**config.mk**
```make
export PLATFORM = sky130hd
export DESIGN_NAME = adc_arbiter
export DESIGN_NICKNAME = d
export VERILOG_FILES = /design/src/rtl/adc_arbiter.sv
export SDC_FILE = /design/constraint.sdc
export NUM_CORES = 1
export LEC_CHECK = 0
export BUFFER_PORTS_ARGS = -buffer_cell sky130_fd_sc_hd__buf_2
export CAP_MARGIN = 0
export CORE_ASPECT_RATIO = 0.7
export CORE_MARGIN = 2
export CORE_UTILIZATION = 50
export CTS_CLUSTER_DIAMETER = 80
export DETAILED_ROUTE_END_ITERATION = 8
export GPL_TIMING_DRIVEN = 0
export PLACE_DENSITY = 0.73
export SLEW_MARGIN = 20
export SYNTH_ARGS = -nofsm -noshare
export SYNTH_HDL_FRONTEND = slang
export SYNTH_SLANG_ARGS = --single-unit
```
**constraint.sdc**
```tcl
create_clock -name i_clk -period 2.25 [get_ports i_clk]
set_clock_uncertainty 0.2 [all_clocks]
set_input_delay 0.45 -clock i_clk [delete_from_list [all_inputs] [get_ports i_clk]]
set_output_delay 0.45 -clock i_clk [all_outputs]
set_load 0.05 [all_outputs]
```
**src/rtl/adc_arbiter.sv**
```systemverilog
// Round-robin scheduler that shares one 8-bit ADC between two capture consumers.
// Each conversion has a watchdog. When it expires, the conversion is aborted and a sticky error flag is set.
module adc_arbiter #(
   parameter int TIMEOUT    = 255,
   parameter int GAP_CYCLES = 2
) (
   input  logic       i_clk,
   input  logic       i_reset,
   input  logic       i_rdy,
   input  logic [7:0] i_dat,
   output logic       o_req,
   input  logic       i_req0,
   input  logic       i_req1,
   output logic       o_rdy0,
   output logic       o_rdy1,
   output logic [7:0] o_dat_out,
   output logic [1:0] o_gnt,
   output logic       o_timeout_err,
   input  logic       i_clr_err
);

   localparam int              WD_W     = $clog2(TIMEOUT + 1);
   localparam logic [WD_W-1:0] WD_LAST  = WD_W'(TIMEOUT - 1);
   localparam logic [7:0]      GAP_LAST = 8'(GAP_CYCLES - 1);
   localparam bit              GAP_SKIP = (GAP_CYCLES == 0);

   typedef enum logic [1:0] {
      S_IDLE,
      S_WAIT,
      S_DELIVER,
      S_GAP
   } state_t;

   state_t          r_state;
   state_t          w_next;
   state_t          w_afterConv;
   logic            r_rdyQ;
   logic            r_ptr;
   logic [1:0]      r_gnt;
   logic [WD_W-1:0] r_wdog;
   logic [7:0]      r_gapCnt;
   logic [7:0]      r_datOut;
   logic            r_timeoutErr;
   logic            w_edge;
   logic            w_timeout;
   logic            w_busy;
   logic [1:0]      w_pick;

   assign w_edge      = i_rdy & ~r_rdyQ;
   assign w_timeout   = (r_wdog == WD_LAST);
   assign w_afterConv = GAP_SKIP ? S_IDLE : S_GAP;

   // r_ptr = 1 means channel 1 wins a tie; a sole requester always wins.
   always_comb begin
      w_pick = 2'b00;
      if (i_req0 && i_req1) begin
         w_pick = r_ptr ? 2'b10 : 2'b01;
      end else if (i_req0) begin
         w_pick = 2'b01;
      end else if (i_req1) begin
         w_pick = 2'b10;
      end
   end

   always_comb begin
      w_next = r_state;
      case (r_state)
         S_IDLE: begin
            if (w_pick != 2'b00) w_next = S_WAIT;
         end
         S_WAIT: begin
            if (w_edge) begin
               w_next = S_DELIVER;
            end else if (w_timeout) begin
               w_next = w_afterConv;
            end
         end
         S_DELIVER: w_next = w_afterConv;
         S_GAP: begin
            if (r_gapCnt == GAP_LAST) w_next = S_IDLE;
         end
         default: w_next = S_IDLE;
      endcase
   end

   always_ff @(posedge i_clk or posedge i_reset) begin
      if (i_reset) begin
         r_state <= S_IDLE;
      end else begin
         r_state <= w_next;
      end
   end

   // A timeout that fires in the same cycle as clr_err overrides the clear, because it is assigned later.
   always_ff @(posedge i_clk or posedge i_reset) begin
      if (i_reset) begin
         r_rdyQ       <= 1'b0;
         r_ptr        <= 1'b0;
         r_gnt        <= 2'b00;
         r_wdog       <= '0;
         r_gapCnt     <= 8'd0;
         r_datOut     <= 8'h00;
         r_timeoutErr <= 1'b0;
      end else begin
         r_rdyQ <= i_rdy;
         if (i_clr_err) r_timeoutErr <= 1'b0;
         case (r_state)
            S_IDLE: begin
               r_gapCnt <= 8'd0;
               if (w_pick != 2'b00) begin
                  r_gnt  <= w_pick;
                  r_wdog <= '0;
               end
            end
            S_WAIT: begin
               if (w_edge) begin
                  r_datOut <= i_dat;
                  r_ptr    <= r_gnt[0];
               end else if (w_timeout) begin
                  r_timeoutErr <= 1'b1;
                  r_ptr        <= r_gnt[0];
               end else begin
                  r_wdog <= r_wdog + 1'b1;
               end
            end
            S_GAP: r_gapCnt <= r_gapCnt + 8'd1;
            default: ;
         endcase
      end
   end

   // A strobe is suppressed when its consumer has dropped its request by the time of delivery.
   assign w_busy        = (r_state == S_WAIT) || (r_state == S_DELIVER);
   assign o_req         = (r_state == S_WAIT);
   assign o_gnt         = w_busy ? r_gnt : 2'b00;
   assign o_rdy0        = (r_state == S_DELIVER) && r_gnt[0] && i_req0;
   assign o_rdy1        = (r_state == S_DELIVER) && r_gnt[1] && i_req1;
   assign o_dat_out     = r_datOut;
   assign o_timeout_err = r_timeoutErr;

endmodule
```
==> out/qor.txt <==
WL final -> 3270 µm
Peak supply drop -> 1040 µV
DRC violation count after routing -> 0
Depth of the most critical reg-to-reg path -> 7
Delay of the slowest critical-path stage -> 440 ps
Setup slack of the most critical reg-to-reg path -> 50 ps
Vias per std cell -> 5.66
Total length of routed met2 wires -> 1440 µm
Pin slew with the least headroom to its limit -> 647 ps
Instance count of the mapped netlist -> 153
Cell family with the largest share of critical-path delay -> simple AND/OR/NAND/NOR gates
Pre-CTS setup slack -> -77.7 ps
Met1 routed wirelength after detailed routing -> 1650 µm
Ratio of total power to cell area -> 1430 nW/µm²
I/O pin total -> 28
Cell row count -> 17
Worst reg2reg path startpoint -> r_state[1]$_DFFE_PP0P_
TritonCTS clock tree -> built
Period utilization -> 97.7%
GRT Overall Usage -> 19.9%
Amount of wire on met3 after detailed routing -> 180 µm
Worst Setup Start Kind -> register
Initial core utilization -> 52.4%
Floorplan die area -> 3780 µm²
MaxCap Viol Count -> 0
Setup repair after global routing missed its margin -> false
Post-synthesis sequential area ratio -> 47.0%
Tmin final -> 2200 ps
Net count of the mapped netlist -> 176
Number of clock buffers inserted by TritonCTS -> 5
Htree depth -> 2
Number of flops mapped to enable cells by yosys -> 0
Pin count of the biggest net entering global routing -> 32
Critical-path maximum fanout -> 10
Global-route wire length before repair -> 5660 µm
Final sum of negative setup slack -> 0 ps
Number of global-route vias before repair -> 1,216
Final hold viol count -> 0
Via count of the routed design -> 1,280
I/O Buffers -> 27
Final std cell area, no fill -> 1980 µm²
Antenna violations before repair -> 0
N_diodes -> 0
Root buffer selected by CTS -> sky130_fd_sc_hd__clkbuf_8
Number of slew-limit violations in the final report -> 0
Post-synthesis area per instance -> 10.8 µm²
Height of the die -> 52.1 µm
Crit path DAT -> 2160 ps
Routability congestion estimate -> 0.873
Flops & latches, synth -> 31
Proportion of layout cells with a drive suffix above 1 -> 33.5%
Worst EP required -> 2220 ps
Layout area overhead -> 19.9%
Clock slew at the register clock pins of the worst setup and hold paths -> 70 ps
Proportion of synthesized flip-flops having asynchronous set or reset -> 100%
Number of nets in the finished design -> 210
ANT nets after route -> 0
Leakage power of the design -> 0.959 nW
Clk buf depth -> 2
Worst path slowest cell -> sky130_fd_sc_hd__dfrtp_2
Sink Count -> 31
First-pass DRT Iterations -> 4
Distinct cells, synth -> 43
Post-detailed-placement half-perimeter wirelength -> 2420 µm
Count of endpoints failing setup in the final report -> 0
Worst reg2reg endpoint -> r_wdog[2]$_DFFE_PP0P_
Main synth FF type -> sky130_fd_sc_hd__dfrtp_1
Highest clock rate -> 455 MHz
Post-route setup slack -> 52.8 ps
Ys Warns -> 0
Series of cell instances along the critical path -> inv_2 -> ha_4 -> or3b_4 -> o211a_1 -> buf_2 -> and4b_1 -> a221o_1
Horizontal die dimension -> 72.6 µm
Total grt overflow -> 0
Routed len/inst -> 14.5 µm
Post-Synthesis Cell Area -> 1650 µm²
Placed inst area -> 1830 µm²
Crit path kind -> register to register
Type of element capturing the critical path -> register
HP Class -> input pin to async pin
Top Metal Used -> met4
Final-layout fill cell count -> 256
Detailed router's first-iteration violation count -> 101
Number of buffer and inverter instances along the worst setup path -> 2
Result of the run -> completed
Critical Path Start -> r_state[1]$_DFFE_PP0P_
Area of the core -> 3150 µm²
Clock insertion delay at the later pin of the skew report -> 280 ps
Relative slew margins -> 56.8%
[metal layers]
| metal | track usage, % | vias to the layer above |
|---|---|---|
| met5 | 0 | - |
| met4 | 7.10 | 0 |
| met3 | 5.81 | 2 |
| met2 | 28.9 | 45 |
| met1 | 28.4 | 611 |
| li1 | - | 622 |
[registers in the layout, indices dropped and copies added (netlist names)]
register       cells
o_timeout_err      1
r_gnt              2
r_wdog             8
r_ptr              1
r_state            2
r_gapCnt           8
r_rdyQ             1
o_dat_out          8
[cells in the final DEF (no fill, tap or decap), types with 3 or more instances in the layout]
cell,instances
sky130_fd_sc_hd__nor2_1,8
sky130_fd_sc_hd__nand2b_1,3
sky130_fd_sc_hd__nand2_1,16
sky130_fd_sc_hd__clkbuf_8,6
sky130_fd_sc_hd__nand3_1,6
sky130_fd_sc_hd__buf_4,4
sky130_fd_sc_hd__nor3_1,3
sky130_fd_sc_hd__ha_1,7
sky130_fd_sc_hd__o21ai_0,7
sky130_fd_sc_hd__buf_2,26
sky130_fd_sc_hd__dfrtp_1,29
sky130_fd_sc_hd__mux2_2,9
sky130_fd_sc_hd__a21o_1,5
sky130_fd_sc_hd__a21oi_1,7
sky130_fd_sc_hd__inv_1,3
sky130_fd_sc_hd__and3_1,5
[worst reg2reg max path, stage by stage (launching register included)]
cell                      delay, ps
sky130_fd_sc_hd__dfrtp_2        440
sky130_fd_sc_hd__inv_2          110
sky130_fd_sc_hd__ha_4           160
sky130_fd_sc_hd__or3b_4         420
sky130_fd_sc_hd__o211a_1        120
sky130_fd_sc_hd__buf_2          170
sky130_fd_sc_hd__and4b_1        210
sky130_fd_sc_hd__a221o_1        260
[power by group]
group | total (mW) | switching (mW) | internal, mW | leakage [nW]
logic | 1.42 | 0.900 | 0.517 | 0.498
registers | 0.843 | 0.129 | 0.714 | 0.400
clock network | 0.565 | 0.207 | 0.358 | 0.0612
total | 2.83 | 1.24 | 1.59 | 0.959
[cells in the mapped netlist, drive strengths merged, types with 2 or more instances]
cell | n | area [µm²]
a41oi | 2 | 17.5
a21o | 5 | 37.5
o21ai | 7 | 35.0
or3 | 2 | 13.8
nor2 | 8 | 30.0
nand3 | 6 | 30.0
o211ai | 2 | 20.0
a21oi | 7 | 35.0
and2 | 2 | 12.5
nor2b | 2 | 12.5
nand2b | 3 | 18.8
o2bb2ai | 2 | 17.5
mux2 | 10 | 116
o21a | 2 | 15.0
ha | 9 | 113
inv | 6 | 22.5
nand2 | 16 | 60.1
and3 | 5 | 31.3
buf | 4 | 28.8
nor3 | 3 | 15.0
a221o | 2 | 20.0
dfrtp | 31 | 776
and4b | 2 | 20.0
[final cells by class]
| cell class | count | area, µm² | area share, % |
|---|---|---|---|
| multi-input combinational | 112 | 837 | 42.3 |
| tap | 38 | 47.5 | 2.41 |
| clock buffer | 6 | 82.6 | 4.18 |
| buffer | 4 | 31.3 | 1.58 |
| sequential | 31 | 778 | 39.4 |
| timing repair buffer | 27 | 140 | 7.09 |
| inverter | 6 | 25.0 | 1.27 |
| clock inverter | 2 | 35.0 | 1.77 |
[cell families (layout without fill, tap and decap cells)]
family | count (synthesis) | in the layout | synth area share (%)
xor gates and xnor gates | 2 | 2 | 1.06
and+or+nand+nor | 55 | 55 | 18.1
muxes | 10 | 10 | 7.06
adders and majority gates | 9 | 9 | 6.83
DFF | 31 | 31 | 47.0
AOI/OAI and AO/OA | 36 | 36 | 16.8
buffers and inverters | 10 | 45 | 3.11
[what timing repair did]
action	4_1_cts	5_1_grt
hold buffers	0	0
buffers inserted	0	0
gates cloned	0	0
gates resized for setup	6	4
pin swaps	0	0
setup endpoints to repair	4	4
[metrics by stage]
| step | hold slack (ps) | total power [mW] | utilization (%) | cells |
|---|---|---|---|---|
| 2_1_floorplan | 269 | 1.89 | - | 153 |
| 3_3_place_gp | 286 | 2.15 | 58.3 | 218 |
| 3_5_place_dp | 288 | 2.20 | 58.3 | 218 |
| 4_1_cts | 70.8 | 2.84 | 62.6 | 226 |
| 5_1_grt | 95.0 | 2.99 | 62.8 | 226 |
| 6_report | 53.3 | 2.83 | 62.8 | 226 |
[worst max-delay path by stage]
stage                     slack [ps]                    end  cells past startpoint
after global placement           -10  r_wdog[2]$_DFFE_PP0P_                      7
after floorplan                   60  r_wdog[2]$_DFFE_PP0P_                      8
after detailed placement         -80  r_wdog[2]$_DFFE_PP0P_                      7
after CTS                          4  r_wdog[2]$_DFFE_PP0P_                      7
final                             50  r_wdog[2]$_DFFE_PP0P_                      7
after global routing             0.8  r_wdog[7]$_DFFE_PP0P_                      8
No activity file was read; power rests on OpenSTA's default activity.
